===== config.mk =====
export PLATFORM = sky130hd
export DESIGN_NAME = gat_bram_load_bridge
export DESIGN_NICKNAME = d
export VERILOG_FILES = /design/src/rtl/gat_bram_load_bridge_pkg.sv /design/src/rtl/gat_bram_pack_ch.sv /design/src/rtl/gat_bram_load_bridge.sv
export SDC_FILE = /design/constraint.sdc
export NUM_CORES = 1
export LEC_CHECK = 0
export ABC_CLOCK_PERIOD_IN_PS = 5610
export CAP_MARGIN = 20
export CORE_AREA = 2 2 255 257
export DETAILED_ROUTE_END_ITERATION = 16
export DIE_AREA = 0 0 257 259
export PLACE_DENSITY = 0.84
export SETUP_SLACK_MARGIN = 0.2
export SLEW_MARGIN = 25
export SYNTH_ARGS = -nofsm -noshare
export SYNTH_HDL_FRONTEND = slang
export SYNTH_SLANG_ARGS = --single-unit

===== constraint.sdc =====
create_clock -name clk_i -period 5.61 [get_ports clk_i]
set_input_delay 0.8415 -clock clk_i [delete_from_list [all_inputs] [get_ports clk_i]]
set_output_delay 0.8415 -clock clk_i [all_outputs]
set_load 0.02 [all_outputs]

===== src/rtl/gat_bram_load_bridge_pkg.sv =====
// Shared FSM encodings and beat-width helper for the PS->accelerator BRAM load bridge.
package gat_bram_load_bridge_pkg;

    localparam logic [1:0] ST_IDLE = 2'd0;
    localparam logic [1:0] ST_LOAD = 2'd1;
    localparam logic [1:0] ST_KICK = 2'd2;
    localparam logic [1:0] ST_RUN  = 2'd3;

    function automatic int beats_w(input int beats);
        return (beats <= 1) ? 0 : $clog2(beats);
    endfunction

endpackage


===== src/rtl/gat_bram_pack_ch.sv =====
// One load channel: checks beat order, packs BEATS PS beats into one target word and
// counts words against the armed length. Target write lands one cycle after the last beat.
module gat_bram_pack_ch
    import gat_bram_load_bridge_pkg::*;
#(
    parameter int TOP_WIDTH  = 32,
    parameter int TGT_WIDTH  = 64,
    parameter int BEATS      = 2,
    parameter int TGT_ADDR_W = 18,
    parameter int CNT_W      = 19,
    parameter int AW         = TGT_ADDR_W + beats_w(BEATS) + 2
) (
    input  logic                  clk_i,
    input  logic                  rst_i,
    input  logic                  arm_i,
    input  logic                  en_i,
    input  logic [CNT_W-1:0]      len_i,
    input  logic                  load_i,
    input  logic [TOP_WIDTH-1:0]  ps_din_i,
    input  logic                  ps_ena_i,
    input  logic                  ps_wea_i,
    input  logic [AW-1:0]         ps_addra_i,
    output logic                  tgt_we_o,
    output logic [TGT_ADDR_W-1:0] tgt_addr_o,
    output logic [TGT_WIDTH-1:0]  tgt_din_o,
    output logic                  armed_o,
    output logic                  done_o,
    output logic                  err_o
);
    localparam int BW = beats_w(BEATS);
    localparam int PW = (BW > 0) ? BW : 1;
    localparam int FW = TOP_WIDTH * BEATS;

    logic                  armed_q, done_q, err_q, we_q;
    logic [CNT_W-1:0]      len_q, cnt_q;
    logic [PW-1:0]         ptr_q;
    logic [FW-1:0]         part_q;
    logic [TGT_ADDR_W-1:0] addr_q;
    logic [TGT_WIDTH-1:0]  din_q;

    logic [TGT_ADDR_W+BW-1:0] word_addr;
    logic [TGT_ADDR_W-1:0]    taddr;
    logic [PW-1:0]            beat;
    logic [FW-1:0]            full;
    logic [CNT_W-1:0]         cnt_inc;
    logic                     accept, last;
    logic                     unused_addr_lsbs;

    assign word_addr        = ps_addra_i[AW-1:2];
    assign taddr            = word_addr[TGT_ADDR_W+BW-1:BW];
    assign unused_addr_lsbs = ^ps_addra_i[1:0];

    if (BW > 0) begin : g_beat
        assign beat = word_addr[PW-1:0];
    end else begin : g_nobeat
        assign beat = '0;
    end

    assign accept  = load_i & armed_q & ps_ena_i & ps_wea_i;
    assign last    = (ptr_q == PW'(BEATS - 1));
    assign cnt_inc = cnt_q + 1'b1;

    always_comb begin
        full = part_q;
        full[ptr_q*TOP_WIDTH +: TOP_WIDTH] = ps_din_i;
    end

    always_ff @(posedge clk_i) begin
        if (rst_i) begin
            armed_q <= 1'b0;
            done_q  <= 1'b0;
            err_q   <= 1'b0;
            we_q    <= 1'b0;
            len_q   <= '0;
            cnt_q   <= '0;
            ptr_q   <= '0;
            part_q  <= '0;
            addr_q  <= '0;
            din_q   <= '0;
        end else begin
            we_q <= 1'b0;
            if (arm_i) begin
                armed_q <= en_i;
                len_q   <= len_i;
                cnt_q   <= '0;
                ptr_q   <= '0;
                part_q  <= '0;
                err_q   <= 1'b0;
                // A zero-length channel has nothing to wait for.
                done_q  <= en_i & (len_i == '0);
            end else if (accept) begin
                if (done_q) begin
                    err_q <= 1'b1;
                end else if (beat != ptr_q) begin
                    err_q  <= 1'b1;
                    ptr_q  <= '0;
                    part_q <= '0;
                end else if (last) begin
                    we_q   <= 1'b1;
                    addr_q <= taddr;
                    din_q  <= full[TGT_WIDTH-1:0];
                    ptr_q  <= '0;
                    part_q <= '0;
                    cnt_q  <= cnt_inc;
                    done_q <= (cnt_inc == len_q);
                end else begin
                    part_q <= full;
                    ptr_q  <= ptr_q + 1'b1;
                end
            end
        end
    end

    assign tgt_we_o   = we_q;
    assign tgt_addr_o = addr_q;
    assign tgt_din_o  = din_q;
    assign armed_o    = armed_q;
    assign done_o     = done_q;
    assign err_o      = err_q;

endmodule


===== src/rtl/gat_bram_load_bridge.sv =====
// Multi-channel PS BRAM load bridge: per-channel packers plus the load -> start -> done run FSM.
// gat_start is a single-cycle pulse; the FSM waits in RUN until gat_done.
module gat_bram_load_bridge
    import gat_bram_load_bridge_pkg::*;
#(
    parameter int NUM_CH     = 4,
    parameter int TOP_WIDTH  = 32,
    parameter int TGT_WIDTH  = 64,
    parameter int BEATS      = 2,
    parameter int TGT_ADDR_W = 18,
    parameter int CNT_W      = 19
) (
    input  logic                                         clk_i,
    input  logic                                         rst_i,
    input  logic                                         cfg_start_i,
    input  logic [NUM_CH-1:0]                            cfg_ch_en_i,
    input  logic [NUM_CH*CNT_W-1:0]                      cfg_len_i,
    input  logic [NUM_CH*TOP_WIDTH-1:0]                  ps_din_i,
    input  logic [NUM_CH-1:0]                            ps_ena_i,
    input  logic [NUM_CH-1:0]                            ps_wea_i,
    input  logic [NUM_CH*(TGT_ADDR_W+beats_w(BEATS)+2)-1:0] ps_addra_i,
    output logic [NUM_CH-1:0]                            tgt_we_o,
    output logic [NUM_CH*TGT_ADDR_W-1:0]                 tgt_addr_o,
    output logic [NUM_CH*TGT_WIDTH-1:0]                  tgt_din_o,
    output logic [NUM_CH-1:0]                            ch_done_o,
    output logic [NUM_CH-1:0]                            ch_err_o,
    output logic                                         gat_start_o,
    input  logic                                         gat_done_i,
    output logic                                         gat_ready_o,
    output logic [1:0]                                   dbg_state_o
);
    localparam int AW = TGT_ADDR_W + beats_w(BEATS) + 2;

    logic [1:0]        state_q, state_d;
    logic [NUM_CH-1:0] armed;
    logic              arm, load, all_done;

    assign arm      = (state_q == ST_IDLE) & cfg_start_i;
    assign load     = (state_q == ST_LOAD);
    assign all_done = &(ch_done_o | ~armed);

    for (genvar i = 0; i < NUM_CH; i++) begin : g_ch
        gat_bram_pack_ch #(
            .TOP_WIDTH (TOP_WIDTH),
            .TGT_WIDTH (TGT_WIDTH),
            .BEATS     (BEATS),
            .TGT_ADDR_W(TGT_ADDR_W),
            .CNT_W     (CNT_W),
            .AW        (AW)
        ) u_ch (
            .clk_i     (clk_i),
            .rst_i     (rst_i),
            .arm_i     (arm),
            .en_i      (cfg_ch_en_i[i]),
            .len_i     (cfg_len_i[i*CNT_W +: CNT_W]),
            .load_i    (load),
            .ps_din_i  (ps_din_i[i*TOP_WIDTH +: TOP_WIDTH]),
            .ps_ena_i  (ps_ena_i[i]),
            .ps_wea_i  (ps_wea_i[i]),
            .ps_addra_i(ps_addra_i[i*AW +: AW]),
            .tgt_we_o  (tgt_we_o[i]),
            .tgt_addr_o(tgt_addr_o[i*TGT_ADDR_W +: TGT_ADDR_W]),
            .tgt_din_o (tgt_din_o[i*TGT_WIDTH +: TGT_WIDTH]),
            .armed_o   (armed[i]),
            .done_o    (ch_done_o[i]),
            .err_o     (ch_err_o[i])
        );
    end

    always_comb begin
        state_d = state_q;
        case (state_q)
            ST_IDLE: if (cfg_start_i) state_d = ST_LOAD;
            ST_LOAD: if (all_done)    state_d = ST_KICK;
            ST_KICK:                  state_d = ST_RUN;
            default: if (gat_done_i)  state_d = ST_IDLE;
        endcase
    end

    always_ff @(posedge clk_i) begin
        if (rst_i) state_q <= ST_IDLE;
        else       state_q <= state_d;
    end

    assign gat_start_o = (state_q == ST_KICK);
    assign gat_ready_o = (state_q == ST_IDLE);
    assign dbg_state_o = state_q;

endmodule


==> metrics <==
status completed; Residual DRC 0; Post-DP HPWL 59100 µm; deepest clock path buffer count 3; number of global-route vias before repair 24800; Clock Sinks 758; required time worst endpoint 6.12 ns; Slew Viols, Final 0; XOR/XNOR Fraction of Synth Area under 10%; Worst slew margin 11.4%; first-pass GRT wire length ~140000 µm; First DRT Iteration DRCs 2222; Adder-Cell Fraction of Synth Area 0.484%; Seq/Total Area, Yosys 48.9%; DRT Wirelength a little under 90000 µm; Layout Nets 4292; Crit Path Class primary input to flop; Slew @ Worst Pin 1.33 ns; CTS H-tree depth 3; Resize count post-CTS 0; DRT Pass-1 Iters 5; Post-synth EDFFs 0; RSZ-0062 raised after global routing no; most common cell in the netlist dfxtp_1; mux share of post-synthesis cell area 8.43%; largest family of logic cells by synthesized area simple AND/OR/NAND/NOR gates; Distinct cells, synth 70; CTS Hold Bufs 0; layout cells sized above 1 under 10%; crit path cell chain clkdlybuf4s50_1, inv_1, ha_1, nand2b_1, or3_1, nor2_4, buf_12, nor2_1, a211oi_1; CTS Buf Count 78; Die X 257 µm; ranking of synthesized cells by area dfxtp_1, mux2i_1, a211oi_1; YS warnings 0; CP endpoint kind flop; fin crit period 3.53 ns; Final Cycle Share ~63%; Simple-Gate Fraction of Synth Area 20.0%; Pleak 13.0 nW; Avg Vias per Cell around 5.4; post-synthesis async set-or-reset flop share 0%; Synth-to-Final Area Change 30.3%; top cells by instance count after synthesis dfxtp_1, nand2_1, nor2_1, a21oi_1, mux2i_1; Setup Fix Bufs, Post-CTS 0; area of the core 63900 µm²; Setup WS post-layout 2.08 ns; TritonCTS clock tree done; largest net degree at the start of global routing approximately 200; top cell type's share of synthesized area 48.9%; Mapped Area 31000 µm²; Post-Syn Instances 3508; prevailing post-synth register cell dfxtp_1; Synth Area in Compound Gates 13.3%; Setup TNS 0 ns; Hold WC Path Type flop to flop; Worst path slowest cell or3_1; max-cap viol count 0; initial core utilization around half; FMAX around 280 MHz; worst vdd ir 0.269 mV; cell taking the most area after synthesis dfxtp_1; syn_area_per_cell 8.84 µm²; Clock Skew 0.0255 ns; CP bufs+invs 3; port buffer count 639; initial antenna violation count 18; GRT Total Usage 25.6%; CP arrival 4.04 ns; Routability Congestion slightly below 0.9; Reg clk slew, reported paths 0.06 ns; Crit path max-delay family simple AND/OR/NAND/NOR gates; die height 259 µm; total grt overflow 0; CP peak stage delay 0.62 ns; final hold viol count 0; Worst Path Max Fanout 130; die area ~67000 µm²; post-route ant nets 0; Yosys reg bits 758; startpoint type of the worst setup path primary input; later-pin clock latency in the skew report between 0.6 and 0.7 ns; I/O Pins 648; # setup viols final 0; Rows 93; Routed WL per cell 18.2 µm; syn_nets 3824; root buf cell clkbuf_16; vias after detailed routing 26600; Post-Place Worst Slack 1.53 ns; cell area power density 304 nW/µm²
## final cells by class
class / count / area (µm²)
Fill cell: 5117 / 23500
Sequential cell: 758 / 15200
Multi-Input combinational cell: 2444 / 14500
Timing Repair Buffer: 672 / 6770
Clock buffer: 117 / 2390
Tap cell: 855 / 1070
Clock inverter: 23 / 295
Inverter: 22 / 82.6
Antenna cell: 18 / 45.0
## metal layers
metal / up-vias / share of wire, % / global-route usage (%)
li1: 13000 / - / -
met1: 12600 / 42 / 32.5
met2: 818 / 48 / 41.9
met3: 195 / 6.0 / 5.07
met4: 4 / 3.9 / 12.1
met5: - / 0.031 / 0
## cells in the final DEF (no fill, tap or decap), drive strengths merged, types with 4 or more instances in the layout
cell,synthesis,layout
and3,13,13
clkdlybuf4s50,0,638
nor4b,5,5
nor4,26,26
and2,133,133
a22oi,36,36
ha,12,12
mux2i,260,260
xnor2,80,80
nor3,32,32
clkbuf,170,117
nor2,446,446
a31oi,4,4
or2,4,4
buf,114,34
xor2,79,79
o21a,5,5
dfxtp,758,758
inv,22,24
or4,6,6
o21ai,27,27
clkinv,0,15
a21oi,280,280
nand2b,9,9
diode,0,18
a311oi,4,4
o31ai,7,7
or3,14,14
bufinv,0,6
nand4,40,40
nand3,141,141
a211oi,258,258
nand2,476,476
and4,12,12
## cell families (layout without fill, tap and decap cells)
family,after synthesis,in the layout
simple gates,1366,1366
flops,758,758
compound gates,646,646
buf+inv,306,834
mux,261,261
xor+xnor,159,159
fa+ha+maj,12,12
other cells,0,18
## power breakdown
part / internal [W] / total [W] / switching [W]
Combinational: 0.000497 / 0.00130 / 0.000804
Sequential: 0.00550 / 0.00561 / 0.000106
Clock: 0.00323 / 0.00538 / 0.00215
Total: 0.00922 / 0.0123 / 0.00306
## per-stage QoR
| step | power [W] | cell area, µm² | util (%) | std cells | hold WS (ns) |
|---|---|---|---|---|---|
| CTS | 0.0124 | 40300 | 63.1 | 4890 | 0.451 |
| global placement | 0.00699 | 37600 | 58.9 | 4750 | 0.437 |
| finish | 0.0123 | 40400 | 63.2 | 4909 | 0.449 |
| floorplan | 0.00645 | 31000 | - | 3508 | 0.429 |
| global route | 0.0127 | 40400 | 63.2 | 4907 | 0.465 |
| detailed placement | 0.00701 | 37600 | 58.9 | 4750 | 0.443 |
## worst paths after layout
check / slack, ns / from / to / depth (start not counted)
worst min-delay path: 0.45 / g_ch[0].u_ch.part_q[22] / g_ch[0].u_ch.part_q[22] / 2
worst max register to register: 2.14 / dbg_state_o[1] / g_ch[1].u_ch.tgt_din_o[19] / 8
worst max-delay path: 2.08 / ps_addra_i[23] / g_ch[1].u_ch.tgt_din_o[19] / 9
worst min register to register: 0.45 / g_ch[0].u_ch.part_q[22] / g_ch[0].u_ch.part_q[22] / 2
## worst reg2reg max path: cells and delay by family, from the launching register on
family / cells / cell delay (ns)
buffers and inverters: 2 / 0.55
and+or+nand+nor: 4 / 1.97
AOI/OAI and AO/OA: 1 / 0.26
DFF: 1 / 0.33
adders and majority gates: 1 / 0.27
## flip-flops by register name, indices dropped and copies added, names as in the netlist
| register | cells |
|---|---|
| g_ch.u_ch.len_q | 76 |
| g_ch.u_ch.tgt_din_o | 256 |
| g_ch.u_ch.err_o | 4 |
| g_ch.u_ch.armed_o | 4 |
| g_ch.u_ch.done_o | 4 |
| g_ch.u_ch.last | 4 |
| g_ch.u_ch.cnt_q | 76 |
| dbg_state_o | 2 |
| g_ch.u_ch.part_q | 256 |
| g_ch.u_ch.tgt_we_o | 4 |
| g_ch.u_ch.tgt_addr_o | 72 |
No activity file was read; power rests on OpenSTA's default activity.
